--- src/rtl/pipe_hazard_ctrl.sv ---
// Pipeline hazard controller: bus-wait stalls, redirect flushes, load-use
// bubbles, CSR drain bubbles, operand forwarding selects and a stall counter.
module pipe_hazard_ctrl #(
  parameter int unsigned CSR_DRAIN_CYCLES = 2
) (
  input  logic        clk,
  input  logic        rst,
  // decode side
  input  logic        rs1ReadEnableD,
  input  logic [4:0]  rs1ReadAddrD,
  input  logic        rs2ReadEnableD,
  input  logic [4:0]  rs2ReadAddrD,
  input  logic        csrReadEnableD,
  // execute side
  input  logic        rdWriteEnableE,
  input  logic [4:0]  rdWriteAddrE,
  input  logic        BusReadEnableE,
  input  logic        csrE,
  input  logic        redirectE,
  // memory side
  input  logic        rdWriteEnableM,
  input  logic [4:0]  rdWriteAddrM,
  input  logic        memReqM,
  input  logic        busReadyM,
  // pipeline control
  output logic        stallF,
  output logic        stallD,
  output logic        stallE,
  output logic        stallM,
  output logic        flushF,
  output logic        flushD,
  output logic        flushE,
  output logic        flushM,
  output logic [1:0]  fwdASelD,
  output logic [1:0]  fwdBSelD,
  output logic [31:0] stallCycles
);

  localparam int unsigned CNT_W = (CSR_DRAIN_CYCLES < 2) ? 1 : $clog2(CSR_DRAIN_CYCLES + 1);
  localparam logic [31:0] STALL_MAX = 32'hFFFF_FFFF;

  typedef enum logic [1:0] {
    ST_RUN       = 2'd0,
    ST_MEM_WAIT  = 2'd1,
    ST_CSR_DRAIN = 2'd2
  } state_t;

  state_t           r_state;
  state_t           w_state_nxt;
  // Mode to resume once the bus wait completes (RUN or CSR_DRAIN)
  state_t           r_ret;
  state_t           w_ret_nxt;
  state_t           w_mode;
  logic [CNT_W-1:0] r_cnt;
  logic [CNT_W-1:0] w_cnt_nxt;
  logic             r_redir_pend;
  logic             w_redir_pend_nxt;
  logic [31:0]      r_stall_cycles;

  logic             w_bus_stall;
  logic             w_redirect;
  logic             w_load_use;
  logic             w_csr_go;
  logic             w_e_writes;
  logic [1:0]       w_fwd_a;
  logic [1:0]       w_fwd_b;

  // A wait already in progress ends the cycle the handshake completes;
  // that cycle is treated as an ordinary cycle of the resumed mode.
  assign w_bus_stall = (r_state == ST_MEM_WAIT) ? !busReadyM : (memReqM && !busReadyM);
  assign w_mode      = (r_state == ST_MEM_WAIT) ? r_ret : r_state;
  assign w_redirect  = redirectE || r_redir_pend;
  assign w_e_writes  = rdWriteEnableE && (rdWriteAddrE != 5'd0);
  assign w_load_use  = BusReadEnableE && w_e_writes &&
                       ((rs1ReadEnableD && (rs1ReadAddrD == rdWriteAddrE)) ||
                        (rs2ReadEnableD && (rs2ReadAddrD == rdWriteAddrE)));
  assign w_csr_go    = csrE && csrReadEnableD && (CSR_DRAIN_CYCLES != 0);

  // Forwarding selects: E result beats M result; loads in E never forward, x0 never forwards
  always_comb begin
    w_fwd_a = 2'b00;
    w_fwd_b = 2'b00;
    if (rs1ReadEnableD && (rs1ReadAddrD != 5'd0) && rdWriteEnableE && !BusReadEnableE &&
        (rdWriteAddrE == rs1ReadAddrD)) begin
      w_fwd_a = 2'b01;
    end else if (rdWriteEnableM && (rdWriteAddrM != 5'd0) && (rdWriteAddrM == rs1ReadAddrD)) begin
      w_fwd_a = 2'b10;
    end
    if (rs2ReadEnableD && (rs2ReadAddrD != 5'd0) && rdWriteEnableE && !BusReadEnableE &&
        (rdWriteAddrE == rs2ReadAddrD)) begin
      w_fwd_b = 2'b01;
    end else if (rdWriteEnableM && (rdWriteAddrM != 5'd0) && (rdWriteAddrM == rs2ReadAddrD)) begin
      w_fwd_b = 2'b10;
    end
  end

  // Next-state and stall/flush/forward outputs
  always_comb begin
    w_state_nxt      = r_state;
    w_ret_nxt        = r_ret;
    w_cnt_nxt        = r_cnt;
    w_redir_pend_nxt = r_redir_pend;
    stallF           = 1'b0;
    stallD           = 1'b0;
    stallE           = 1'b0;
    stallM           = 1'b0;
    flushF           = 1'b0;
    flushD           = 1'b0;
    flushE           = 1'b0;
    flushM           = 1'b0;
    fwdASelD         = 2'b00;
    fwdBSelD         = 2'b00;

    if (rst) begin
      flushF = 1'b1;
      flushD = 1'b1;
      flushE = 1'b1;
      flushM = 1'b1;
    end else begin
      fwdASelD = w_fwd_a;
      fwdBSelD = w_fwd_b;
      if (w_bus_stall) begin
        // Freeze everything, bubble into W; a redirect seen now is owed later
        stallF           = 1'b1;
        stallD           = 1'b1;
        stallE           = 1'b1;
        stallM           = 1'b1;
        flushM           = 1'b1;
        w_state_nxt      = ST_MEM_WAIT;
        w_redir_pend_nxt = r_redir_pend || redirectE;
        if (r_state != ST_MEM_WAIT) begin
          w_ret_nxt = r_state;
        end
      end else begin
        w_redir_pend_nxt = 1'b0;
        w_ret_nxt        = ST_RUN;
        if (w_redirect) begin
          flushF      = 1'b1;
          flushD      = 1'b1;
          w_state_nxt = ST_RUN;
          w_cnt_nxt   = '0;
        end else if (w_mode == ST_CSR_DRAIN) begin
          stallF      = 1'b1;
          flushD      = 1'b1;
          w_cnt_nxt   = r_cnt - CNT_W'(1);
          w_state_nxt = (r_cnt <= CNT_W'(1)) ? ST_RUN : ST_CSR_DRAIN;
        end else begin
          w_state_nxt = ST_RUN;
          if (w_load_use) begin
            stallF = 1'b1;
            flushD = 1'b1;
          end
          if (w_csr_go) begin
            w_state_nxt = ST_CSR_DRAIN;
            w_cnt_nxt   = CNT_W'(CSR_DRAIN_CYCLES);
          end
        end
      end
    end
  end

  // State, drain counter and owed-redirect registers
  always_ff @(posedge clk) begin
    if (rst) begin
      r_state      <= ST_RUN;
      r_ret        <= ST_RUN;
      r_cnt        <= '0;
      r_redir_pend <= 1'b0;
    end else begin
      r_state      <= w_state_nxt;
      r_ret        <= w_ret_nxt;
      r_cnt        <= w_cnt_nxt;
      r_redir_pend <= w_redir_pend_nxt;
    end
  end

  // Saturating count of fetch-stall cycles
  always_ff @(posedge clk) begin
    if (rst) begin
      r_stall_cycles <= '0;
    end else if (stallF && (r_stall_cycles != STALL_MAX)) begin
      r_stall_cycles <= r_stall_cycles + 32'd1;
    end
  end

  assign stallCycles = r_stall_cycles;

endmodule

--- config.mk ---
export PLATFORM = sky130hd
export DESIGN_NAME = pipe_hazard_ctrl
export DESIGN_NICKNAME = d
export VERILOG_FILES = /design/src/rtl/pipe_hazard_ctrl.sv
export SDC_FILE = /design/constraint.sdc
export NUM_CORES = 1
export LEC_CHECK = 0
export CORE_MARGIN = 10
export CORE_UTILIZATION = 30
export DETAILED_ROUTE_END_ITERATION = 8
export REMOVE_ABC_BUFFERS = 1
export SLEW_MARGIN = 20
export SYNTH_ARGS = -nofsm -noshare
export SYNTH_HDL_FRONTEND = slang
export SYNTH_SLANG_ARGS = --single-unit
--- constraint.sdc ---
create_clock -name clk -period 1.9 [get_ports clk]
set_input_delay 0.19 -clock clk [delete_from_list [all_inputs] [get_ports clk]]
set_output_delay 0.19 -clock clk [all_outputs]
set_load 0.01 [all_outputs]
==> flow_metrics.tcl <==
set metrics [dict create \
    r2r-start "stallCycles[3]" \
    syn_to_final_growth_pct 92.3 \
    hpwl_mm 6.00 \
    grt_first_pass_wirelength_mm 13.2 \
    dr.first_iter.drc_count 137 \
    yosysTopAreaCellShare 0.331 \
    root_buffer "clkbuf_8" \
    required_ns 2.15 \
    holdCritPathClass "register to register" \
    min-delay-start "r_cnt[0]" \
    finalWirelength_mm 9.30 \
    fin_crit_sh 1.03 \
    io_buffers 75 \
    skew_ns 0.00994 \
    final_util 0.590 \
    htree_num_levels 2 \
    fill_cells 665 \
    clk_pin_slew_worst_paths_ns 0.09 \
    stdcell_area_um2 4540 \
    period_needed_ns 1.96 \
    setup_viol 9 \
    diodes 0 \
    power_density_nw_per_um2 389 \
    rsz0062_at_grt "yes" \
    globalplace.congestion 0.863 \
    core_area_um2 7690 \
    die-area_um2 11800 \
    crit_fanout 6 \
    wl_per_cell_um 16.9 \
    synth_cells 290 \
    core.rowCount 32 \
    maxSlewViolCount 0 \
    first_pass_iters 4 \
    vias 2910 \
    synth-seq-cells 39 \
    multi_input_area_um2 1840 \
    clockBufferDepth 2 \
    clk_latency_ns 0.31 \
    ys_top_cells_by_count "dfxtp_1 (39), nor2_1 (20), a21oi_1 (19), xor2_1 (18)" \
    cts_made_buffers 5 \
    ys_seq_area_frac 0.331 \
    crit_arrival_ns 2.21 \
    worst_pin_slew_ns 0.426 \
    synth_area_leaders "dfxtp_1 (33%), xor2_1 (6.7%), or4_1 (5.4%)" \
    synth-async-reset-ratio 0 \
    nets 482 \
    cts_tree "yes" \
    rr_worst_depth 7 \
    r2r-end "stallCycles[17]" \
    ys_warn_count 0 \
    grt-ovfl-total 0 \
    grtUsageTotal 0.136 \
    synth_edf_count 0 \
    hold_depth 2 \
    cap_violations 0 \
    antenna_found_initial 0 \
    violations "setup timing" \
    num_io_pins 76 \
    synth_area_um2 2360 \
    synth.distinct_cells 43 \
    relSlewSlack 0.716 \
    r2r_setup_slack_ns -0.06 \
    clock-sinks 39 \
    status "complete, but fails checks" \
    place_inst 526 \
    peakVddDrop_uv 237 \
    die_y_um 109 \
    hold_viol 0 \
    max_freq_ghz 0.509 \
    path_class "register to register" \
    via_per_inst 5.28 \
    endpoint_kind "register" \
    grt_pass1_vias 2843 \
    final-seq-area_um2 793 \
    grt_max_degree 33 \
    synth_flop_cell "dfxtp_1" \
    pre_cts_ws_ns -0.701 \
    drc 0 \
    yosys.area.top_type "dfxtp_1" \
    yosysMostFrequentCell "dfxtp_1" \
    finalPower_w 0.00177 \
    syn_avg_cell_area_um2 8.13 \
    postRouteAntennaNets 0 \
    initial_core_util 0.307 \
    hold_buffers 0 \
    cp-start-kind "register" \
    leakagePower_nw 1.74 \
    die_w_um 109 \
    final-instance-count-excl-fill 551 \
    placed_cell_area_um2 3770 \
    drive_gt1_frac 0.461 \
    hold_end "r_cnt[0]" \
    setup_slack_ns -0.0643 \
]
## placed cells by master, fill, tap and decap left out, types with 4 or more instances in the layout
cell type and n:
dlygate4sd2_1 13, nand4_1 15, xor2_1 16, or4_1 9
nand2_1 11, nor2_2 4, a21oi_2 11, dfxtp_1 29
buf_6 14, nand3_1 11, or3_4 5, nand3_2 5
buf_4 73, clkdlybuf4s50_1 44, nor2b_1 5, o211ai_1 5
dfxtp_2 10, mux2_4 4, o31ai_1 7, clkbuf_8 5
buf_2 10, nor3_1 5, nor2_1 15, o21ai_0 10
nor4_1 5, a21oi_1 8, buf_12 6, or4_4 8
inv_1 6
## cell type report
cell class,count,share of cell area
Multi-Input combinational cell,224,0.406
Clock buffer,6,0.0160
Sequential cell,39,0.175
Timing Repair Buffer,170,0.365
Inverter,8,0.00662
Clock inverter,2,0.00276
Tap cell,102,0.0281
## worst max-delay path by stage
stage                     depth (start not counted)         endpoint            start
after CTS                                         8           stallF       r_state[0]
after floorplan                                   7  stallCycles[14]   stallCycles[6]
after global placement                            9  stallCycles[18]  rdWriteAddrE[0]
after detailed placement                          9  stallCycles[31]  rs1ReadAddrD[3]
after global routing                              9  stallCycles[21]   stallCycles[3]
final                                             7  stallCycles[17]   stallCycles[3]
## power breakdown
group	internal, W	total, W	switching, W
sequential	0.000822	0.000826	0.00000379
combinational	0.000201	0.000359	0.000158
clock	0.000257	0.000580	0.000323
## state kept, by name, summed over array words and instances, names as in the netlist
signal and count:
r_state 2, r_cnt 2, stallCycles 32, r_ret 2, r_redir_pend 1
## per-layer routing
layer  vias to the layer above  share of wire  track usage
met1                      1372           0.41        0.158
met2                       104           0.48        0.225
met5                         -              0            0
met3                        12           0.10       0.0608
li1                       1422              -            -
met4                         0         0.0089       0.0292
## through the flow
step | TNS, ns | hold WS [ns]
2_1_floorplan | -9.02 | 0.259
3_3_place_gp | -21.68 | 0.475
3_5_place_dp | -22.60 | 0.486
4_1_cts | -0.171 | 0.498
5_1_grt | -1.73 | 0.511
6_report | -0.282 | 0.495
## critical path, stage by stage, from the launching register on
cell       delay, ns
dfxtp_1         0.34
and3_4          0.18
and3_4          0.18
and2_4          0.16
and4_4          0.22
clkbuf_16       0.17
or4_4           0.52
a21oi_2         0.14
## kinds of logic after synthesis
| logic type | after synthesis | share of synthesized area |
|---|---|---|
| buffers and inverters | 27 | 0.0573 |
| DFF | 39 | 0.331 |
| adders and majority gates | 2 | 0.0106 |
| muxes | 4 | 0.0191 |
| xor gates and xnor gates | 20 | 0.0743 |
| AOI/OAI and AO/OA | 67 | 0.192 |
| and+or+nand+nor | 131 | 0.316 |
## timing repair
action | in CTS | in global routing
gates cloned | 4 | 3
setup buffers | 5 | 5
pin swaps | 32 | 41
setup endpoints to repair | 42 | 36
gates resized for setup | 107 | 104
Power figures use the tool's default switching activity.
